### config.mk
export PLATFORM = sky130hd
export DESIGN_NAME = sub_serial_chunked
export DESIGN_NICKNAME = d
export VERILOG_FILES = /design/src/rtl/sub_serial_chunked.sv
export SDC_FILE = /design/constraint.sdc
export NUM_CORES = 1
export LEC_CHECK = 0
export ABC_AREA = 1
export BUFFER_PORTS_ARGS = -buffer_cell sky130_fd_sc_hd__buf_2
export CORE_MARGIN = 4
export CORE_UTILIZATION = 30
export CTS_CLUSTER_DIAMETER = 150
export DETAILED_ROUTE_END_ITERATION = 12
export SETUP_SLACK_MARGIN = 0.15
export SLEW_MARGIN = 20
export SYNTH_ARGS = -nofsm -noshare
export SYNTH_HDL_FRONTEND = slang
export SYNTH_SLANG_ARGS = --single-unit
### constraint.sdc
create_clock -name clk -period 5 [get_ports clk]
set_clock_uncertainty 0.1 [all_clocks]
set_input_delay 0 -clock clk [delete_from_list [all_inputs] [get_ports clk]]
set_output_delay 0 -clock clk [all_outputs]
set_load 0.02 [all_outputs]
### src/rtl/sub_serial_chunked.sv
// rtl/sub_serial_chunked.sv - multi-cycle WIDTH-bit subtractor, CHUNK bits per cycle with registered borrow
module sub_serial_chunked #(
    parameter int WIDTH = 16,
    parameter int CHUNK = 4
) (
    input  logic             clk,
    input  logic             rst_n,
    input  logic             in_valid,
    output logic             in_ready,
    input  logic [WIDTH-1:0] in_a,
    input  logic [WIDTH-1:0] in_b,
    input  logic             in_bin,
    input  logic             in_sat,
    output logic             out_valid,
    input  logic             out_ready,
    output logic [WIDTH-1:0] out_diff,
    output logic             out_borrow,
    output logic             out_ovf,
    output logic             out_zero
);

    localparam int NSLICE = WIDTH / CHUNK;
    localparam int KW     = (NSLICE > 1) ? $clog2(NSLICE) : 1;
    localparam logic [KW-1:0] LAST_K = KW'(NSLICE - 1);

    typedef enum logic [1:0] {IDLE, BUSY, DONE} state_t;

    state_t           state, state_nxt;
    logic [KW-1:0]    k;
    logic             borrow;
    logic             sat_q;
    logic [WIDTH-1:0] a_q, b_q, acc;

    logic [CHUNK:0]       slice_res;
    logic [CHUNK-1:0]     d;
    logic                 bo;
    logic [WIDTH+CHUNK-1:0] acc_cat;
    logic [WIDTH-1:0]     raw;
    logic                 last;
    logic                 ovf_raw;

    // Operands shift right each slice, so the current slice is always the low chunk;
    // the result enters the accumulator from the top and is complete after NSLICE shifts.
    always_comb begin
        slice_res = {1'b0, a_q[CHUNK-1:0]} - {1'b0, b_q[CHUNK-1:0]} - {{CHUNK{1'b0}}, borrow};
        d         = slice_res[CHUNK-1:0];
        bo        = slice_res[CHUNK];
        acc_cat   = {d, acc};
        raw       = acc_cat[WIDTH+CHUNK-1:CHUNK];
        last      = (k == LAST_K);
        // On the last slice the low chunks hold the original operand MSBs.
        ovf_raw   = (a_q[CHUNK-1] != b_q[CHUNK-1]) && (d[CHUNK-1] != a_q[CHUNK-1]);
    end

    always_ff @(posedge clk) begin
        if (!rst_n) state <= IDLE;
        else        state <= state_nxt;
    end

    always_comb begin
        state_nxt = state;
        in_ready  = 1'b0;
        out_valid = 1'b0;
        case (state)
            IDLE: begin
                in_ready = 1'b1;
                if (in_valid) state_nxt = BUSY;
            end
            BUSY: begin
                if (last) state_nxt = DONE;
            end
            DONE: begin
                out_valid = 1'b1;
                if (out_ready) state_nxt = IDLE;
            end
            default: state_nxt = IDLE;
        endcase
    end

    always_ff @(posedge clk) begin
        if (!rst_n) begin
            k          <= '0;
            borrow     <= 1'b0;
            sat_q      <= 1'b0;
            a_q        <= '0;
            b_q        <= '0;
            acc        <= '0;
            out_diff   <= '0;
            out_borrow <= 1'b0;
            out_ovf    <= 1'b0;
            out_zero   <= 1'b0;
        end else begin
            case (state)
                IDLE: begin
                    if (in_valid) begin
                        a_q    <= in_a;
                        b_q    <= in_b;
                        sat_q  <= in_sat;
                        borrow <= in_bin;
                        k      <= '0;
                    end
                end
                BUSY: begin
                    a_q    <= a_q >> CHUNK;
                    b_q    <= b_q >> CHUNK;
                    acc    <= raw;
                    borrow <= bo;
                    k      <= k + 1'b1;
                    if (last) begin
                        out_borrow <= bo;
                        out_ovf    <= ovf_raw;
                        if (sat_q && bo) begin
                            out_diff <= '0;
                            out_zero <= 1'b1;
                        end else begin
                            out_diff <= raw;
                            out_zero <= (raw == '0);
                        end
                    end
                end
                default: ;
            endcase
        end
    end

endmodule

==> flow_summary_export.csv, run 1 <==
group,metric,value,unit
yosys,synth_seq_cells,69,
floorplanning,floorplan.die.height,109,µm
placed_design,post-dp-hpwl,4910,µm
pwr,power.internal,0.922,mW
global_routing,grt_overflow_total,0,
floorplanning,core_region_area,9860,µm²
global_routing,grt_pass1_vias,2764,
sta,max_freq,438,MHz
pwr,power_frac_seq,0.474,
placed_design,numPlacedInstances,563,
critical_path,r2r_start,"borrow",
routing,routed_via_density,4.58,
routing,post-route-drc-count,0,
yosys,yosys.area_share.adder,0.0417,
yosys,ys.warnings.count,0,
critical_path,timing.setup.critical_path_class,"reg2reg",
routing,vias,2819,
placed_design,gpl.final_weighted_congestion,0.764,
clocking,clock_tree.buffer_depth,2,
hold_path,min_delay_worst_endpoint,"out_ovf",
clocking,tritoncts,"yes",
sta,timing.hold.ws,96.0,ps
pwr,power_per_cell_area,332,nW/µm²
clocking,worst_skew_pair.late_latency,350,ps
final_layout,fill_cells,1019,
floorplanning,initial_utilization,0.310,
critical_path,worstPathMaxFanout,3,
final_layout,antenna_diode_count,0,
sta,hold_violations,0,
critical_path,ff_to_ff_path_depth,10,
critical_path,critical_path_source_type,"flop",
routing,route.antenna.remaining_nets,0,
clocking,clock_tree.htree_level_count,3,
yosys,yosys.cell_types.count,26,
job,count_of_max_cap_constraint_violations,0,
placed_design,number_of_buffer_cells_added_on_primary_ports,58,
critical_path,timing.critical_path.slowest_stage_cell,"fa_1",
pwr,ir_worst_vdd,103,µV
final_layout,drive_gt1_frac,0.166,
sta,unrepaired_setup_endpoints_after_global_routing,"no",
yosys,synth.largest_area_cell,"dfxtp_1",
hold_path,min_delay_startpoint,"rst_n",
pwr,power_switching,0.369,mW
yosys,synth_seq_area_share,0.452,
status,status,"finished clean",
final_layout,post-route-cell-area,3890,µm²
pwr,fin_total_pwr,1.29,mW
sta,setup_viol,0,
final_layout,finalNetCount,525,
sta,maxSlewViolCount,0,
floorplanning,io_pins,59,
clocking,clk_pin_slew,70,ps
yosys,synth-compound-area-share,0.193,
hold_path,hold_path_depth,3,
pwr,share_clk_of_total_power,0.336,
floorplanning,dieArea,11900,µm²
yosys,share_of_the_synthesized_area_in_the_top_cell_type,0.452,
global_routing,grt_start_max_net_pins,50,
pwr,total_leakage_power,1.65,nW
clocking,cts_repair_resize_count,0,
yosys,combinational_family_with_the_most_area_after_synthesis,"simple AND/OR/NAND/NOR gates",
routing,drtPass1Iterations,4,
sta,post_layout_worst_setup_margin,2720,ps
sta,setup-tns-final,0,ps
yosys,syn_avg_cell_area,7.70,µm²
floorplanning,floorplan.rows,36,
critical_path,critical_path.cell_chain,"inv_1, fa_1, inv_1, ha_1, o21ai_0, nand2_1, nand2_1, nand2_1, o21ai_0, inv_1",
placed_design,detailed_place.area,3330,µm²
critical_path,crit-reg2reg-capture,"acc[15]",
sta,timing.max_slew.rel_slack,0.299,
yosys,yosys.area_share.xor_xnor,0.00573,
routing,detailedRoute.firstIterationViolations,143,
yosys,ys_top_cells_by_area,"dfxtp_1 (45%), nand2_1 (11%), a21oi_1 (7.5%)",
sta,max_slew.worst_pin.slew,1050,ps
critical_path,cp.arrival,2420,ps
clocking,clockRootBuffer,"clkbuf_8",
yosys,synthCells,397,
global_routing,antenna_violations_before_repair,0,
final_layout,post_layout_nonfiller_instances,616,
final_layout,final_standard_cell_utilization_of_the_core,0.394,
critical_path,crit_required,5140,ps
pwr,p_sw_frac,0.286,
clocking,cts_sinks,69,
floorplanning,die_width,109,µm
critical_path,cpPeakStageDelay,560,ps
yosys,mappedNetlistArea,3060,µm²
pwr,power.combinational.fraction,0.190,
yosys,mappedNetlistNets,444,
global_routing,global_route.usage.total,0.140,
routing,final_routed_wire_length_divided_by_cell_count,12.4,µm
sta,finalCriticalPeriod,2280,ps
critical_path,kind_of_end_point_of_the_critical_path,"flop",
hold_path,worstHoldPathType,"in2reg",
final_layout,syn_to_final_growth,27.2,%
routing,drt-total-wl,7650,µm
critical_path,regToRegSetupSlack,2720,ps
global_routing,first_pass_grt_wire_length,13000,µm
clocking,tritoncts.num_buffers,9,
sta,period_share,0.457,
placed_design,placement.setup.worst_slack,2760,ps
yosys,synth.mux.area_fraction,0,
yosys,synth-simple-area-share,0.198,
worst max-delay path, delay by kind of cell (launching register included):
kind / cells / cell delay [ps]
adder cells (fa/ha/maj): 2 / 730
AO/OA/AOI/OAI: 2 / 530
flip-flops: 1 / 330
AND/OR/NAND/NOR: 3 / 320
buffers and inverters: 3 / 170
registers in the layout, summed over array words and instances, names as in the netlist:
register    cells
a_q            16
b_q            16
out_diff       16
acc            12
k               2
state           2
borrow          1
out_borrow      1
out_ovf         1
out_zero        1
sat_q           1
synth_stat cells:
| master | instances |
|---|---|
| nand2_4 | 3 |
| nor2_1 | 14 |
| nor2_4 | 2 |
| clkbuf_2 | 1 |
| fa_1 | 2 |
| nand2_1 | 93 |
| buf_6 | 8 |
| nand3_1 | 26 |
| xor2_1 | 1 |
| inv_2 | 2 |
| ha_1 | 7 |
| dfxtp_1 | 69 |
| clkinv_1 | 1 |
| a21oi_1 | 46 |
| buf_4 | 7 |
| clkbuf_1 | 6 |
| inv_4 | 1 |
| o21ai_1 | 15 |
| o21ai_0 | 30 |
| and2_1 | 1 |
| buf_2 | 3 |
| nand3_2 | 1 |
| inv_1 | 36 |
| a211oi_1 | 2 |
| xnor2_1 | 1 |
| a31oi_1 | 19 |
power groups by stage:
| stage | sequential, mW | combinational, mW | clock (mW) |
|---|---|---|---|
| 5_1_grt | 0.616 | 0.284 | 0.466 |
| 3_3_place_gp | 0.623 | 0.219 | 0 |
| 6_report | 0.611 | 0.245 | 0.434 |
| 3_5_place_dp | 0.623 | 0.225 | 0 |
| 4_1_cts | 0.611 | 0.248 | 0.445 |
| 2_1_floorplan | 0.618 | 0.183 | 0 |
layout make-up:
cell class              count  area [µm²]  share of cell area
clock buffers              16         190              0.0489
well taps                 133         166              0.0428
flip-flops and latches     69        1380               0.355
repair buffers             95         661               0.170
multi-input cells         263        1340               0.344
inverters                  40         153              0.0392
routing by layer:
layer | vias up | track usage | share of wire
met4 | 0 | 0.0803 | 0.032
met1 | 1271 | 0.174 | 0.47
met5 | - | 0 | 0
met2 | 65 | 0.221 | 0.46
met3 | 17 | 0.0326 | 0.042
li1 | 1466 | - | -
worst max path at each step:
stage / cells past startpoint / slack [ps] / endpoint / startpoint
2_1_floorplan: 10 / 3030 / acc[15] / borrow
3_3_place_gp: 10 / 2820 / out_diff[15] / borrow
3_5_place_dp: 10 / 2760 / out_diff[15] / borrow
4_1_cts: 10 / 2740 / out_diff[15] / borrow
5_1_grt: 11 / 2540 / out_diff[7] / borrow
6_report: 10 / 2720 / acc[15] / borrow
logic make-up (layout without fill, tap and decap cells):
logic type / Yosys count / after routing
AO/OA/AOI/OAI: 112 / 112
flip-flops: 69 / 69
AND/OR/NAND/NOR: 140 / 140
adder cells (fa/ha/maj): 9 / 9
XOR/XNOR: 2 / 2
buffers and inverters: 65 / 151
placed cells by master (no fill, tap or decap), drive strengths merged, types with 2 or more instances in the layout:
cell type	instances
nand2	96
dfxtp	69
buf	58
a21oi	46
o21ai	45
inv	39
dlygate4sd3	37
nand3	27
a31oi	19
nor2	16
clkbuf	16
ha	7
a211oi	2
fa	2
timing repair:
item / CTS / global route
hold endpoints to repair: 36 / 0
hold buffers: 37 / 0
setup buffers: 0 / 0
(Power assumes the default switching activity.)
==> run 2: changes to the inputs <==
Clock period 5 ns to 1.91 ns, I/O delays scaled along.
==> run 2 against run 1 <==
The run now ends with setup timing left. Cell area rose by 10%. Cell count rose by 3.4%. Worst hold slack got worse by 5.5 ps. Sequential power rose to 2.6 times the previous value. First-iteration DRC count rose by 41%. Critical path depth rose by 2. Combinational power rose to 3.7 times the previous value.
==> flow_summary_export.csv, run 2 (same netlist as run 1, synthesis figures left out) <==
group,metric,value,unit
status,status,"finished, violations left",
status,failing_checks,"setup timing",
routing,routed_via_density,4.64,
final_layout,finalNetCount,546,
sta,hold_violations,0,
floorplanning,die_width,109,µm
global_routing,antenna_violations_before_repair,0,
pwr,power_per_cell_area,860,nW/µm²
global_routing,global_route.usage.total,0.143,
sta,post_layout_worst_setup_margin,-96.4,ps
critical_path,crit_required,2020,ps
final_layout,drive_gt1_frac,0.298,
routing,route.antenna.remaining_nets,0,
final_layout,commonest_cells_after_routing_fill_and_taps_aside,"nand2_1 (85), dfxtp_1 (65), buf_2 (58), a21oi_1 (41), dlygate4sd3_1 (37)",
clocking,tritoncts,"yes",
routing,drt-total-wl,8500,µm
final_layout,commonest_non_fill_non_tap_cell_in_the_layout,"nand2_1",
critical_path,cpMostUsedCell,"nand2_2",
floorplanning,dieArea,11900,µm²
placed_design,number_of_buffer_cells_added_on_primary_ports,58,
critical_path,critical_path.cell_chain,"inv_2, fa_2, inv_2, fa_2, nand2_2, nand2_2, nand2_2, nand2_2, nand3_4, buf_12, nand3_1, a21oi_1",
final_layout,reg_top3,"a_q x16, b_q x16, out_diff x16",
global_routing,grt_start_max_net_pins,38,
clocking,cts_sinks,69,
floorplanning,core_region_area,9860,µm²
sta,period_share,1.05,
clocking,worst_skew_pair.late_latency,340,ps
placed_design,post-dp-hpwl,5220,µm
sta,setup-tns-final,-1370,ps
critical_path,cp.arrival,2110,ps
critical_path,cpPeakStageDelay,400,ps
job,count_of_max_cap_constraint_violations,0,
critical_path,kind_of_end_point_of_the_critical_path,"flop",
routing,vias,2957,
floorplanning,floorplan.rows,36,
floorplanning,initial_utilization,0.310,
sta,max_freq,498,MHz
final_layout,syn_to_final_growth,40.5,%
routing,final_routed_wire_length_divided_by_cell_count,13.3,µm
critical_path,timing.setup.critical_path_class,"reg2reg",
routing,drtPass1Iterations,4,
routing,post-route-drc-count,0,
pwr,total_leakage_power,1.78,nW
placed_design,gpl.final_weighted_congestion,0.835,
global_routing,grt_pass1_vias,2852,
sta,max_slew.worst_pin.slew,616,ps
clocking,clk_pin_slew,80,ps
clocking,clockRootBuffer,"clkbuf_8",
critical_path,worstPathMaxFanout,5,
clocking,tritoncts.num_buffers,9,
floorplanning,io_pins,59,
critical_path,critical_path_source_type,"flop",
sta,finalCriticalPeriod,2010,ps
sta,timing.hold.ws,90.5,ps
sta,unrepaired_setup_endpoints_after_global_routing,"yes",
placed_design,numPlacedInstances,580,
global_routing,grt_overflow_total,0,
critical_path,critical_path.top_delay_family,"adder cells",
critical_path,timing.critical_path.slowest_stage_cell,"fa_2",
sta,maxSlewViolCount,0,
routing,detailedRoute.firstIterationViolations,202,
critical_path,critical_path_buf_inv_count,3,
sta,timing.max_slew.rel_slack,0.589,
hold_path,worstHoldPathType,"in2reg",
floorplanning,floorplan.die.height,109,µm
clocking,clock_tree.buffer_depth,2,
final_layout,final_standard_cell_utilization_of_the_core,0.435,
final_layout,post_layout_nonfiller_instances,637,
sta,setup_viol,18,
global_routing,first_pass_grt_wire_length,13300,µm
pwr,ir_worst_vdd,306,µV
clocking,clock_tree.htree_level_count,3,
final_layout,antenna_diode_count,0,
run 2: cell types whose count changed in the layout (fill, tap and decap cells not counted), moves of 5 or more:
cell / change
a21oi_1: -5
a21oi_2: +5
buf_4: +17
inv_1: -5
nand2_1: -8
nand2_2: +8
nand3_1: -16
nand3_2: +14
run 2: worst paths after layout:
path | start | to | slack (ps) | cells past startpoint
setup / recovery | borrow | out_diff[6] | -100 | 12
hold reg to reg | b_q[4] | b_q[4] | 360 | 2
setup reg to reg | borrow | out_diff[6] | -100 | 12
hold / removal | rst_n | acc[11] | 90 | 4
run 2: tightest hold or removal path: cells and delay by family:
kind | cells | cell delay, ps
AOI/OAI and AO/OA | 2 | 150
buffers and inverters | 2 | 330
run 2: stage by stage:
step	setup slack [ps]	instance area, µm²	power [mW]
2_1_floorplan	53.3	3070	2.11
3_3_place_gp	4.90	3480	2.31
3_5_place_dp	-17.7	3480	2.32
4_1_cts	-22.7	4060	3.56
5_1_grt	-165	4300	3.88
6_report	-96.4	4300	3.69
run 2: cell type report:
class | count | area [µm²]
fillers | 972 | 5570
multi-input cells | 263 | 1530
flip-flops and latches | 69 | 1390
repair buffers | 116 | 870
well taps | 133 | 166
inverters | 40 | 155
clock buffers | 9 | 124
clock inverters | 7 | 66.3
run 2: where the power goes:
group	switching, mW	internal, mW	total (mW)
clock network	0.583	0.596	1.18
logic	0.503	0.408	0.911
registers	0.0628	1.54	1.60
total	1.15	2.54	3.69
run 2: timing repair:
action | 4_1_cts | 5_1_grt
pin swaps | 3 | 17
hold endpoints to repair | 37 | 0
buffers inserted | 0 | 2
cloned | 0 | 2
hold buffers | 37 | 0
gates resized for setup | 5 | 44
endpoints found under the setup margin | 23 | 26
run 2: layer usage:
metal	track usage	routed length, µm	up-vias
met5	0	0	-
met4	0.0631	190	0
met3	0.0278	452	15
met2	0.231	4070	80
met1	0.184	3780	1350
li1	-	-	1512
==> run 3: changes to the inputs <==
Settings changed: ABC_AREA 1 to 0.
==> run 3 against run 2 <==
The flow still finishes with violations (setup timing). Cell area shrank 3.3%. Register-to-register slack worse by 90 ps. Combinational power is 1% higher. Wire length down 8.5%. Non-clock buffer count rose by 3. First-iteration DRC count is 61% lower. Critical path type unchanged. Critical endpoint is now out_diff[15].
==> flow_summary_export.csv, run 3 <==
group,metric,value,unit
sta,hold_violations,0,
sta,period_share,1.10,
yosys,mappedNetlistNets,388,
pwr,power.combinational.fraction,0.262,
routing,drt-total-wl,7770,µm
floorplanning,initial_utilization,0.312,
yosys,synth.largest_area_cell,"dfxtp_1",
sta,unrepaired_setup_endpoints_after_global_routing,"yes",
routing,detailedRoute.firstIterationViolations,79,
global_routing,first_pass_grt_wire_length,12800,µm
clocking,tritoncts.num_buffers,9,
final_layout,antenna_diode_count,0,
yosys,synth_edf_count,0,
routing,final_routed_wire_length_divided_by_cell_count,13.4,µm
sta,setup_viol,21,
clocking,clk_pin_slew,70,ps
placed_design,gpl.final_weighted_congestion,0.767,
clocking,clock_tree.htree_level_count,3,
global_routing,grt_pass1_vias,2653,
job,count_of_max_cap_constraint_violations,0,
floorplanning,floorplan.die.height,107,µm
routing,post-route-drc-count,0,
pwr,power_per_cell_area,843,nW/µm²
placed_design,detailed_place.area,3540,µm²
yosys,synth-async-reset-ratio,0,
placed_design,number_of_buffer_cells_added_on_primary_ports,58,
yosys,syn_avg_cell_area,8.59,µm²
final_layout,drive_gt1_frac,0.285,
final_layout,post-route-cell-area,4160,µm²
final_layout,syn_to_final_growth,41.9,%
floorplanning,die_width,107,µm
clocking,clockRootBuffer,"clkbuf_8",
pwr,power_frac_seq,0.452,
routing,drtPass1Iterations,4,
clocking,clock_tree.buffer_depth,2,
critical_path,cp.arrival,2280,ps
routing,routed_via_density,4.70,
sta,max_slew.worst_pin.slew,390,ps
sta,finalCriticalPeriod,2100,ps
final_layout,finalNetCount,495,
global_routing,grt_most_used_layer,"met2",
global_routing,grt_start_max_net_pins,37,
status,status,"finished, violations left",
pwr,ir_worst_vdd,440,µV
pwr,fin_total_pwr,3.50,mW
pwr,total_leakage_power,1.75,nW
final_layout,reg_top3,"a_q x16, b_q x16, out_diff x16",
clocking,worst_skew_pair.late_latency,330,ps
yosys,mappedNetlistArea,2930,µm²
global_routing,antenna_violations_before_repair,0,
critical_path,crit_required,2090,ps
yosys,synth.most_common_cell,"nand2_1",
global_routing,use_met2,0.233,
placed_design,post-dp-hpwl,5250,µm
critical_path,critical_path_source_type,"flop",
yosys,synthTopCellsByCount,"nand2_1 (74), dfxtp_1 (69), nor2_1 (42)",
final_layout,fill_cells,940,
sta,timing.max_slew.rel_slack,0.740,
hold_path,worstHoldPathType,"in2reg",
yosys,yosys_most_used_dff,"dfxtp_1",
critical_path,timing.setup.critical_path_class,"reg2reg",
final_layout,commonest_cells_after_routing_fill_and_taps_aside,"nand2_1 (74), dfxtp_1 (67), buf_2 (58), nor2_1 (41), dlygate4sd3_1 (36)",
global_routing,global_route.usage.total,0.141,
pwr,p_sw_frac,0.298,
yosys,ys.warnings.count,0,
global_routing,grt_overflow_total,0,
sta,max_freq,476,MHz
pwr,share_clk_of_total_power,0.286,
yosys,synthCells,341,
final_layout,commonest_non_fill_non_tap_cell_in_the_layout,"nand2_1",
routing,vias,2736,
global_routing,grt_util_met1,0.177,
global_routing,grtUsageMet3,0.0397,
final_layout,final_standard_cell_utilization_of_the_core,0.443,
sta,post_layout_worst_setup_margin,-190,ps
yosys,synth_seq_area_share,0.472,
sta,setup-tns-final,-3510,ps
sta,maxSlewViolCount,0,
yosys,synth_seq_cells,69,
floorplanning,io_pins,59,
yosys,ys_top_cells_by_area,"dfxtp_1 (47%), nand2_1 (9.5%), a311oi_1 (6.0%)",
critical_path,kind_of_end_point_of_the_critical_path,"flop",
status,failing_checks,"setup timing",
clocking,tritoncts,"yes",
floorplanning,floorplan.rows,35,
yosys,yosys.cell_types.count,44,
floorplanning,core_region_area,9370,µm²
pwr,power_switching,1.04,mW
clocking,cts_sinks,69,
routing,route.antenna.remaining_nets,0,
pwr,power.internal,2.46,mW
critical_path,worstPathMaxFanout,3,
floorplanning,dieArea,11400,µm²
yosys,share_of_the_synthesized_area_in_the_top_cell_type,0.472,
run 3: cell types whose count changed in the layout (fill, tap and decap cells not counted), moves of 18 or more:
cell,before,now
nor2_1,12,41
o21ai_0,27,1
inv_1,31,7
a311oi_1,0,20
a21oi_1,41,22
a31oi_1,19,1
run 3: worst paths after layout:
path	startpoint	endpoint	slack, ps	depth (start not counted)
max reg2reg	borrow	out_diff[15]	-190	9
min	in_valid	b_q[12]	80	5
max	borrow	out_diff[15]	-190	9
min reg2reg	out_diff[7]	out_diff[7]	370	1
run 3: worst max-delay path, cell delays in order (launching register included):
cell	delay [ps]
dfxtp_2	340
inv_2	40
fa_2	400
inv_2	60
fa_2	210
and3b_2	210
o22ai_4	80
buf_4	140
a2111oi_2	340
a21o_1	120
run 3: power by group through the flow:
| stage | sequential [mW] | clock (mW) | combinational [mW] |
|---|---|---|---|
| final | 1.58 | 1.00 | 0.920 |
| after global routing | 1.59 | 1.11 | 1.02 |
| after CTS | 1.58 | 1.04 | 0.825 |
| after detailed placement | 1.62 | 0 | 0.756 |
| after global placement | 1.61 | 0 | 0.741 |
| after floorplan | 1.60 | 0 | 0.473 |
run 3: cells by family (layout without fill, tap and decap cells):
group | count (synthesis) | after routing | share of synthesized area
AOI/OAI and AO/OA | 76 | 76 | 0.199
xor gates and xnor gates | 3 | 3 | 0.0137
adders and majority gates | 9 | 9 | 0.0436
buffers and inverters | 35 | 147 | 0.0504
DFF | 69 | 69 | 0.472
and+or+nand+nor | 149 | 149 | 0.221
run 3: per-layer routing:
metal,share of wire,wire length [µm]
met4,0.0044,34
met2,0.50,3870
met1,0.45,3520
met5,0,0
met3,0.045,348
run 3: area by class of cell:
cell class | count | area [µm²] | area share
Sequential cell | 69 | 1380 | 0.333
Clock inverter | 5 | 27.5 | 0.00662
Inverter | 12 | 45.0 | 0.0108
Clock buffer | 11 | 131 | 0.0316
Tap cell | 129 | 161 | 0.0388
Timing Repair Buffer | 119 | 876 | 0.211
Multi-Input combinational cell | 237 | 1530 | 0.368
run 3: what timing repair did:
item                                    4_1_cts  5_1_grt
setup buffers                                 0        1
hold endpoints to repair                     38        0
pin swaps                                     1        3
gates resized for setup                       2       17
hold buffers                                 36        0
endpoints found under the setup margin       23       25
run 3: stage by stage:
stage | cells | setup WS (ps) | hold WS [ps]
6_report | 582 | -190 | 80.1
5_1_grt | 582 | -302 | 80.2
4_1_cts | 581 | -216 | 49.3
3_5_place_dp | 529 | -203 | 149
3_3_place_gp | 529 | -143 | 145
2_1_floorplan | 341 | -120 | 27.3
